--- src/rtl/player_collision_ctl_if.sv ---
// ============================================================================
// Module  : player_collision_ctl_if
// Purpose : Collision probe bus between the player controller and map ROM.
// Revision: 1.0 - initial release
// ============================================================================
`default_nettype none

interface player_collision_ctl_if;
  logic [15:0] probe_addr_x;
  logic [15:0] probe_addr_y;
  logic [3:0]  tile_x;
  logic [3:0]  tile_y;

  modport master (
    output probe_addr_x,
    output probe_addr_y,
    input  tile_x,
    input  tile_y
  );

  modport slave (
    input  probe_addr_x,
    input  probe_addr_y,
    output tile_x,
    output tile_y
  );
endinterface

`default_nettype wire

--- src/rtl/player_collision_ctl.sv ---
// ============================================================================
// Module  : player_collision_ctl
// Purpose : Per-frame player movement with map collision, gravity and jump.
//           Optional goal tile support is enabled by PLAYER_COLL_GOAL_EN.
// Revision: 1.0 - initial release
// ============================================================================
`default_nettype none

module player_collision_ctl #(
  parameter logic [7:0] X_INIT   = 8'd16,
  parameter logic [7:0] Y_INIT   = 8'd16,
  parameter int         JUMP_V   = 6,
  parameter int         MAX_FALL = 4
) (
  input  wire logic               clk,
  input  wire logic               rst_n,
  input  wire logic               frame_tick,
  input  wire logic               btn_left,
  input  wire logic               btn_right,
  input  wire logic               btn_jump,
  player_collision_ctl_if.master  rom,
  output logic [7:0]              xpos,
  output logic [7:0]              ypos,
  output logic                    grounded,
  output logic                    busy,
  output logic                    goal_reached
);

  localparam logic signed [4:0] c_jump_vel = 5'(-JUMP_V);
  localparam logic signed [4:0] c_max_fall = 5'(MAX_FALL);

  typedef enum logic [2:0] {
    S_IDLE    = 3'd0,
    S_H_WAIT  = 3'd1,
    S_H_CHK   = 3'd2,
    S_V_SETUP = 3'd3,
    S_V_WAIT  = 3'd4,
    S_V_CHK   = 3'd5
  } state_t;

  state_t             r_state,    w_state;
  logic [7:0]         r_xpos,     w_xpos;
  logic [7:0]         r_ypos,     w_ypos;
  logic signed [4:0]  r_vel,      w_vel;
  logic [4:0]         r_steps,    w_steps;
  logic               r_grounded, w_grounded;
  logic               r_busy,     w_busy;
  logic               r_left,     w_left;
  logic               r_right,    w_right;
  logic               r_jump,     w_jump;
  logic [15:0]        r_probe_x,  w_probe_x;
  logic [15:0]        r_probe_y,  w_probe_y;

  logic               w_tile_x_free;
  logic               w_tile_y_free;
  logic               w_launch;
  logic               w_launch_up;
  logic [7:0]         w_launch_y;

`ifdef PLAYER_COLL_GOAL_EN
  logic               r_goal, w_goal;
  // The goal tile is passable; reaching it only raises the sticky flag.
  assign w_tile_x_free = (rom.tile_x == 4'h0) || (rom.tile_x == 4'hF);
  assign w_tile_y_free = (rom.tile_y == 4'h0) || (rom.tile_y == 4'hF);
  assign goal_reached  = r_goal;
`else
  assign w_tile_x_free = (rom.tile_x == 4'h0);
  assign w_tile_y_free = (rom.tile_y == 4'h0);
  assign goal_reached  = 1'b0;
`endif

  always_ff @(posedge clk or negedge rst_n) begin
    if (!rst_n) begin
      r_state    <= S_IDLE;
      r_xpos     <= X_INIT;
      r_ypos     <= Y_INIT;
      r_vel      <= '0;
      r_steps    <= '0;
      r_grounded <= 1'b0;
      r_busy     <= 1'b0;
      r_left     <= 1'b0;
      r_right    <= 1'b0;
      r_jump     <= 1'b0;
      r_probe_x  <= {Y_INIT, X_INIT};
      r_probe_y  <= {Y_INIT, X_INIT};
`ifdef PLAYER_COLL_GOAL_EN
      r_goal     <= 1'b0;
`endif
    end else begin
      r_state    <= w_state;
      r_xpos     <= w_xpos;
      r_ypos     <= w_ypos;
      r_vel      <= w_vel;
      r_steps    <= w_steps;
      r_grounded <= w_grounded;
      r_busy     <= w_busy;
      r_left     <= w_left;
      r_right    <= w_right;
      r_jump     <= w_jump;
      r_probe_x  <= w_probe_x;
      r_probe_y  <= w_probe_y;
`ifdef PLAYER_COLL_GOAL_EN
      r_goal     <= w_goal;
`endif
    end
  end

  always_comb begin
    w_state     = r_state;
    w_xpos      = r_xpos;
    w_ypos      = r_ypos;
    w_vel       = r_vel;
    w_steps     = r_steps;
    w_grounded  = r_grounded;
    w_busy      = r_busy;
    w_left      = r_left;
    w_right     = r_right;
    w_jump      = r_jump;
    w_probe_x   = r_probe_x;
    w_probe_y   = r_probe_y;
    w_launch    = 1'b0;
    w_launch_up = r_vel[4];
    w_launch_y  = r_ypos;
`ifdef PLAYER_COLL_GOAL_EN
    w_goal      = r_goal;
`endif

    case (r_state)
      S_IDLE: begin
        if (frame_tick) begin
          w_busy  = 1'b1;
          w_left  = btn_left & ~btn_right;
          w_right = btn_right & ~btn_left;
          w_jump  = btn_jump;
          if (btn_right && !btn_left && r_xpos != 8'hFF) begin
            w_probe_x = {r_ypos, r_xpos + 8'd1};
            w_state   = S_H_WAIT;
          end else if (btn_left && !btn_right && r_xpos != 8'h00) begin
            w_probe_x = {r_ypos, r_xpos - 8'd1};
            w_state   = S_H_WAIT;
          end else begin
            w_state   = S_V_SETUP;
          end
        end
      end

      S_H_WAIT: w_state = S_H_CHK;

      S_H_CHK: begin
        // The probe column already holds xpos+dx.
        if (w_tile_x_free) w_xpos = r_probe_x[7:0];
`ifdef PLAYER_COLL_GOAL_EN
        if (rom.tile_x == 4'hF) w_goal = 1'b1;
`endif
        w_state = S_V_SETUP;
      end

      S_V_SETUP: begin
        w_grounded = 1'b0;
        if (r_jump && r_grounded)   w_vel = c_jump_vel;
        else if (r_vel >= c_max_fall) w_vel = c_max_fall;
        else                        w_vel = r_vel + 5'sd1;
        w_steps = w_vel[4] ? $unsigned(-w_vel) : $unsigned(w_vel);
        if (w_steps == 5'd0) begin
          w_busy  = 1'b0;
          w_state = S_IDLE;
        end else begin
          w_launch    = 1'b1;
          w_launch_up = w_vel[4];
          w_launch_y  = r_ypos;
        end
      end

      S_V_WAIT: w_state = S_V_CHK;

      S_V_CHK: begin
`ifdef PLAYER_COLL_GOAL_EN
        if (rom.tile_y == 4'hF) w_goal = 1'b1;
`endif
        if (w_tile_y_free) begin
          w_ypos  = r_probe_y[15:8];
          w_steps = r_steps - 5'd1;
          if (w_steps == 5'd0) begin
            w_busy  = 1'b0;
            w_state = S_IDLE;
          end else begin
            w_launch    = 1'b1;
            w_launch_up = r_vel[4];
            w_launch_y  = r_probe_y[15:8];
          end
        end else begin
          w_vel = '0;
          if (!r_vel[4]) w_grounded = 1'b1;
          w_busy  = 1'b0;
          w_state = S_IDLE;
        end
      end

      default: begin
        w_busy  = 1'b0;
        w_state = S_IDLE;
      end
    endcase

    // Next vertical step: the map border acts as a solid tile without a probe.
    if (w_launch) begin
      if (w_launch_up ? (w_launch_y == 8'h00) : (w_launch_y == 8'hFF)) begin
        w_vel = '0;
        if (!w_launch_up) w_grounded = 1'b1;
        w_busy  = 1'b0;
        w_state = S_IDLE;
      end else begin
        w_probe_y = {(w_launch_up ? w_launch_y - 8'd1 : w_launch_y + 8'd1), w_xpos};
        w_state   = S_V_WAIT;
      end
    end
  end

  assign rom.probe_addr_x = r_probe_x;
  assign rom.probe_addr_y = r_probe_y;
  assign xpos             = r_xpos;
  assign ypos             = r_ypos;
  assign grounded         = r_grounded;
  assign busy             = r_busy;

endmodule

`default_nettype wire

--- src/flat_wrapper.sv ---
// flat-port wrapper written by rule: the top's interface ports become plain ports
module player_collision_ctl_flat 
#(
  parameter logic [7:0] X_INIT   = 8'd16,
  parameter logic [7:0] Y_INIT   = 8'd16,
  parameter int         JUMP_V   = 6,
  parameter int         MAX_FALL = 4
)
  (clk, rst_n, frame_tick, btn_left, btn_right, btn_jump, xpos, ypos, grounded, busy, goal_reached, rom_probe_addr_x, rom_probe_addr_y, rom_tile_x, rom_tile_y);
  player_collision_ctl_if rom_i ();
  input  wire logic clk;
  input  wire logic rst_n;
  input  wire logic frame_tick;
  input  wire logic btn_left;
  input  wire logic btn_right;
  input  wire logic btn_jump;
  output logic [7:0] xpos;
  output logic [7:0] ypos;
  output logic grounded;
  output logic busy;
  output logic goal_reached;
  output wire logic [$bits(rom_i.probe_addr_x)-1:0] rom_probe_addr_x;
  output wire logic [$bits(rom_i.probe_addr_y)-1:0] rom_probe_addr_y;
  input wire logic [$bits(rom_i.tile_x)-1:0] rom_tile_x;
  input wire logic [$bits(rom_i.tile_y)-1:0] rom_tile_y;
  assign rom_probe_addr_x = rom_i.probe_addr_x;
  assign rom_probe_addr_y = rom_i.probe_addr_y;
  assign rom_i.tile_x = rom_tile_x;
  assign rom_i.tile_y = rom_tile_y;
  player_collision_ctl #(.X_INIT(X_INIT), .Y_INIT(Y_INIT), .JUMP_V(JUMP_V), .MAX_FALL(MAX_FALL)) u_core (.clk(clk), .rst_n(rst_n), .frame_tick(frame_tick), .btn_left(btn_left), .btn_right(btn_right), .btn_jump(btn_jump), .rom(rom_i), .xpos(xpos), .ypos(ypos), .grounded(grounded), .busy(busy), .goal_reached(goal_reached));
endmodule
--- config.mk ---
export PLATFORM = sky130hd
export DESIGN_NAME = player_collision_ctl_flat
export DESIGN_NICKNAME = d
export VERILOG_FILES = /design/src/rtl/player_collision_ctl_if.sv /design/src/rtl/player_collision_ctl.sv /design/src/flat_wrapper.sv
export SDC_FILE = /design/constraint.sdc
export NUM_CORES = 1
export LEC_CHECK = 0
export ABC_AREA = 1
export CORE_UTILIZATION = 53
export CTS_CLUSTER_DIAMETER = 60
export DETAILED_ROUTE_END_ITERATION = 10
export GPL_ROUTABILITY_DRIVEN = 1
export PLACE_DENSITY = 0.79
export SYNTH_ARGS = -nofsm -noshare
export SYNTH_HDL_FRONTEND = slang
export SYNTH_SLANG_ARGS = --single-unit
--- constraint.sdc ---
create_clock -name clk -period 3.9 [get_ports clk]
set_clock_uncertainty 0.15 [all_clocks]
set_input_delay 0.78 -clock clk [delete_from_list [all_inputs] [get_ports clk]]
set_output_delay 0.78 -clock clk [all_outputs]
set_load 0.005 [all_outputs]
# Yosys cells after proc, flatten, opt, wreduce, memory -nomap -nowiden
# Cells that the tools add are included.
word_totals:
  register_bits: 64
  wordCells: 100
  input_bits: 14
op_classes:
  n_lt_le_gt_ge: 1
  reduce_logical: 23
  bitwise: 1
  n_addsub: 7
  n_mux: 47
  n_eq_ne: 11
ops:
  columns: ["op", "count"]
  rows:
  - ["8-bit 2-to-1 mux", 6]
  - ["5-bit 2-to-1 mux", 8]
  - ["16-bit 2-to-1 mux", 2]
  - ["3-bit 2-to-1 mux", 7]
  - ["5-bit one-hot mux with 2 select lines", 2]
  - ["3-bit one-hot mux with 6 select lines", 1]
  - ["1-bit 2-to-1 mux", 17]
  - ["8-bit by 1-bit adder with 8-bit output, second input constant", 2]
  - ["8-bit by 1-bit subtractor with 8-bit output, second input constant", 2]
  - ["5-bit zero test", 2]
  - ["8-bit equality test, second input constant", 1]
  - ["4-bit zero test", 2]
  - ["8-bit zero test", 1]
  - ["8-bit != test, second input constant", 1]
  - ["2-bit AND reduction", 4]
  - ["8-bit nonzero test", 1]
  - ["3-bit by 2-bit equality test with 1-bit output, second input constant", 2]
  - ["3-bit equality test, second input constant", 2]
  - ["3-bit AND reduction", 2]
  - ["5-bit by 2-bit adder with 5-bit output, second input constant", 1]
  - ["5-bit by 4-bit greater-or-equal comparator with 1-bit output, second input constant", 1]
  - ["1-bit logical AND", 5]
  - ["5-bit negation", 1]
  - ["5-bit by 1-bit subtractor with 5-bit output, second input constant", 1]
  - ["other kinds (13)", 16]

# Depth between registers and ports, before layout
depth:
  depth_word: 12
  ltp_mapped: 27

# Worst setup path after synthesis
# OpenSTA, ideal clock, no wires.
synth_path:
  path_kind: "register to register"
  startpoint: "reg u_core.r_vel[0]"
  endpoint: "reg u_core.r_probe_y[12] (netlist: u_core.rom.probe_addr_y[12])"
  setup_time_ns: 0.061
  slack_ns: 0.862
  period_less_slack_ns: 3.038
  arrival_ns: 2.827
  path_stages_with_launch: 24
  cell_sequence: "dfrtp_1 inv_1 ha_1 nand2_1 nand2_1 inv_1 ha_1 o21ai_2 nand2_1 nor2_1 nand2_2 nand3_1 nand2_2 or2_2 nand2_1 inv_1 ha_1 inv_1 nand2_1 a21oi_1 inv_1 nand2_1 nand3_1 nand2_1"
synth_via:
  elab_chain_cells: 12
  elab_cells_between_ends: 16
synth_rtl:
  columns: ["item", "line", "text"]
  rows:
  - ["start, declared", "player_collision_ctl.sv:44", "logic signed [4:0] r_vel, w_vel;"]
  - ["start signal, assigned", "player_collision_ctl.sv:93", "r_vel <= w_vel;"]
  - ["5-bit by 2-bit adder with 5-bit output / 5-bit by 4-bit greater-or-equal comparator with 1-bit output (equally long branches)", "player_collision_ctl.sv:162, player_collision_ctl.sv:161", null]
  - ["5-bit 2-to-1 mux *", "player_collision_ctl.sv:161", "else if (r_vel >= c_max_fall) w_vel = c_max_fall;"]
  - ["5-bit 2-to-1 mux *", "player_collision_ctl.sv:160", "if (r_jump && r_grounded) w_vel = c_jump_vel;"]
  - ["5-bit 2-to-1 mux *", "player_collision_ctl.sv:128", "case (r_state)"]
  - ["5-bit negation", "player_collision_ctl.sv:163", "w_steps = w_vel[4] ? $unsigned(-w_vel) : $unsigned(w_vel);"]
  - ["5-bit 2-to-1 mux", "player_collision_ctl.sv:163", null]
  - ["5-bit zero test", "player_collision_ctl.sv:164", "if (w_steps == 5'd0) begin"]
  - ["1-bit 2-to-1 mux", "player_collision_ctl.sv:164", null]
  - ["1-bit 2-to-1 mux", null, null]
  - ["1-bit 2-to-1 mux", "player_collision_ctl.sv:207", "if (w_launch_up ? (w_launch_y == 8'h00) : (w_launch_y == 8'hFF)) begin"]
  - ["1-bit NOT (no source line)", null, null]
  - ["2-bit AND reduction (no source line)", null, null]
  - ["end signal, assigned", "player_collision_ctl.sv:85", "r_probe_y <= {Y_INIT, X_INIT};"]
  - ["end signal, assigned", "player_collision_ctl.sv:101", "r_probe_y <= w_probe_y;"]
  - ["end, declared", "player_collision_ctl.sv:52", "logic [15:0] r_probe_y, w_probe_y;"]
# Mark *: on every way between the ends. The rest lies on a longest branch, timed or not. The select of a mux whose other input is x is not followed.
# A chain may end at the register's enable or synchronous reset.

# Worst setup path after layout
layout_path:
  startpoint: "reg u_core.r_vel[2]"
  endpoint: "reg u_core.r_probe_y[10] (netlist: u_core.rom.probe_addr_y[10])"
# The elaborated chain is that of the path after synthesis.

==> impl_metrics.json <==
{
  "cts_buffers": 9,
  "n_antenna_cell": 0,
  "drt-pass1-iter-count": 5,
  "die_w_um": 86.0,
  "fin_nets": 575,
  "core_region_area_um2": 6790,
  "period_utilization_post_route_pct": 91.3,
  "cap_violations": 0,
  "floorplan.rows": 30,
  "clock_sinks": 64,
  "setup.worst_path.start_class": "flip-flop",
  "slew_violations": 0,
  "post_synth_instance_area_um2": 3740,
  "route.detailed.vias_per_inst": 5.22,
  "max_freq_mhz": 281,
  "reg_clk_slew_reported_paths_ns": 0.07,
  "rsz0062_at_grt": "no",
  "slew_headroom_pct": 44.4,
  "post_synth_inst_count": 477,
  "synth_warnings": 0,
  "ys_seq_area_share_pct": 43.0,
  "ys_ff_latch": 64,
  "portBuffers": 63,
  "clock_root_buffer_master": "clkbuf_8",
  "initialDrtViolationCount": 155,
  "initial_core_util_pct": 55.0,
  "hold_path.class": "reg -> reg",
  "timing.critical_path.slowest_cell_delay_ns": 0.70,
  "final_period_minus_worst_setup_slack_ns": 3.56,
  "power_leakage_nw": 2.34,
  "drive_above_1_share_pct": 9.82,
  "cts_tree": "built",
  "fill_cells": 552,
  "setup_viol": 0,
  "cts.repair_timing.setup_buffer_count": 0,
  "timing.final.ws_setup_ns": 0.340,
  "grt_usage_pct": 24.8,
  "synth_area_per_cell_um2": 7.84,
  "hold_viol_final": 0,
  "route.antenna.remaining_nets": 0,
  "count_of_boundary_i_o_pins": 65,
  "largest_net_degree_at_the_start_of_global_routing": 37,
  "die-height_um": 86.0,
  "globalRouteOverflowTotal": 0,
  "grt_pass1_vias": 3062,
  "wire_per_inst_um": 13.4,
  "dp.final_hpwl_um": 6580,
  "insertion_delay_ns": 0.34,
  "post_cts_hold_buffers": 0,
  "netlist-cell-type-count": 40,
  "grt_pass1_wl_um": 14300,
  "finalWeightedCongestion": 0.881,
  "tns_ns": 0,
  "power.density_cell_area_nw_per_um2": 893,
  "vdd.ir_drop.worst_v": 0.000484,
  "slowest_stage": "nor3b_4",
  "antenna_violations_before_repair": 0,
  "worst-setup-path-type": "reg -> reg",
  "drt_wl_total_um": 8640,
  "routed-via-count": 3373,
  "crit_arrival_ns": 3.63,
  "worst-slew-pin-transition_ns": 0.834,
  "required_time_worst_endpoint_ns": 3.97,
  "worst_setup_path_end_kind": "flip-flop",
  "drc_errors": 0,
  "area_growth_pct": 23.4,
  "cts_buffer_depth": 2,
  "syn_nets": 507,
  "ctsResizeCount": 0,
  "run_status": "finished clean",
  "path_cells": "o21ai_1, nand2_1, nand2_1, inv_1, ha_1, o21ai_2, nand2_1, nor2_1, nand2_2, nand3_1, nand2_2, nand2_1, nor3_4, nor3b_4, inv_4, nand2_1, o21ai_0",
  "cp_max_fo": 18,
  "htreeDepth": 3,
  "critical-path-top-cell-by-count": "nand2_1",
  "dpl_worst_slack_ns": 0.244,
  "total_die_area_um2": 7390
}
cells by family after synthesis:
| kind of cell | after synthesis | synth area share [%] |
|---|---|---|
| buf+inv | 74 | 8.37 |
| xor+xnor | 10 | 2.34 |
| simple gates | 230 | 27.3 |
| fa+ha+maj | 16 | 5.56 |
| other cells | 1 | 0.100 |
| flops | 64 | 43.0 |
| compound gates | 76 | 11.4 |
| mux | 6 | 1.81 |
critical path, delay by kind of cell (launching register included):
family,cells,cell delay (ns)
AOI/OAI and AO/OA,3,0.54
and+or+nand+nor,11,1.75
adders and majority gates,1,0.28
buffers and inverters,2,0.28
DFF,1,0.44
final timing paths:
kind	to	slack [ns]	cells past startpoint	start
worst max-delay path	u_core.rom.probe_addr_y[10]$_DFFE_PN0P_	0.34	17	u_core.r_vel[2]$_DFF_PN0_
worst min-delay path	u_core.rom.probe_addr_y[4]$_DFFE_PN1P_	0.32	2	u_core.rom.probe_addr_y[4]$_DFFE_PN1P_
worst max register to register	u_core.rom.probe_addr_y[10]$_DFFE_PN0P_	0.34	17	u_core.r_vel[2]$_DFF_PN0_
worst min register to register	u_core.rom.probe_addr_y[4]$_DFFE_PN1P_	0.32	2	u_core.rom.probe_addr_y[4]$_DFFE_PN1P_
max in group asynchronous	u_core.rom.probe_addr_y[12]$_DFFE_PN1P_	2.30	2	rst_n
min in group asynchronous	u_core.rom.probe_addr_y[6]$_DFFE_PN0P_	0.38	1	rst_n
registers in the layout (all words and copies together), names as in the netlist:
name                     count
u_core.xpos                  8
u_core.r_state               3
u_core.rom.probe_addr_y     16
u_core.grounded              1
u_core.rom.probe_addr_x     16
u_core.r_jump                1
u_core.r_vel                 5
u_core.r_steps               5
u_core.busy                  1
u_core.ypos                  8
layout make-up:
type                    count  area (µm²)  share of cell area, %
clock buffers               9         124                   2.69
repair buffers             66         648                   14.0
multi-input cells         339        1820                   39.4
flip-flops and latches     64        1610                   34.9
clock inverters             7        47.5                   1.03
inverters                  65         248                   5.37
well taps                  96         120                   2.60
cell usage in the layout, fill, tap and decap left out, types with 2 or more instances in the layout:
master and instances:
nand2_1 140, clkdlybuf4s50_1 62, inv_1 60, dfrtp_1 58, o21ai_0 39, nand3_1 33, nor2_1 27, ha_1 15
a21oi_1 14, nand4_1 9, clkbuf_8 9, o22ai_1 7, xnor2_1 6, nand2_2 6, mux2_2 6, dfstp_2 6
o21ai_2 5, xor2_1 4, o21ai_1 4, clkinv_2 4, inv_2 3, nor3_1 3, nand3b_1 3, buf_4 3
nor3_4 2, nor4_1 2, a31oi_1 2, o21bai_1 2, clkinvlp_4 2
synthesized netlist by cell type, drive strengths merged:
cell type,instances,share of area (%)
a21oi,14,1.9
a31oi,2,0.33
a32oi,1,0.23
buf,6,1.4
clkbuf,3,0.30
clkinv,1,0.13
conb,1,0.10
dfrtp,58,39
dfstp,6,4.2
fa,1,0.54
ha,15,5.0
inv,64,6.5
mux2,6,1.8
nand2,147,15
nand3,33,4.4
nand3b,3,0.60
nand4,9,1.5
nor2,28,3.0
nor3,5,1.3
nor3b,1,0.50
nor4,2,0.33
o211a,1,0.27
o21ai,48,6.9
o21bai,2,0.40
o22ai,7,1.2
o31a,1,0.23
or2,2,0.33
xnor2,6,1.4
xor2,4,0.94
stage by stage:
step / power [W] / cells / util [%] / instance area [µm²] / hold slack [ns]
floorplan: 0.00277 / 477 / - / 3740 / 0.301
CTS: 0.00412 / 646 / 67.9 / 4610 / 0.318
global placement: 0.00355 / 630 / 65.4 / 4440 / 0.310
detailed placement: 0.00361 / 630 / 65.4 / 4440 / 0.307
finish: 0.00412 / 646 / 67.9 / 4610 / 0.315
global route: 0.00451 / 646 / 67.9 / 4610 / 0.345
where the power goes:
part	internal, W	leakage [nW]	total (W)	switching [W]
registers	0.000979	0.782	0.00125	0.000269
logic	0.00105	1.47	0.00237	0.00132
clock network	0.000230	0.0854	0.000499	0.000269
per-layer routing:
| layer | up-vias | part of all wire, % | global-route usage, % |
|---|---|---|---|
| met4 | 0 | 1.1 | 7.12 |
| li1 | 1688 | - | - |
| met3 | 11 | 4.5 | 5.20 |
| met2 | 89 | 47 | 40.3 |
| met5 | - | 0 | 0 |
| met1 | 1585 | 47 | 33.7 |
(Power assumes the default switching activity.)
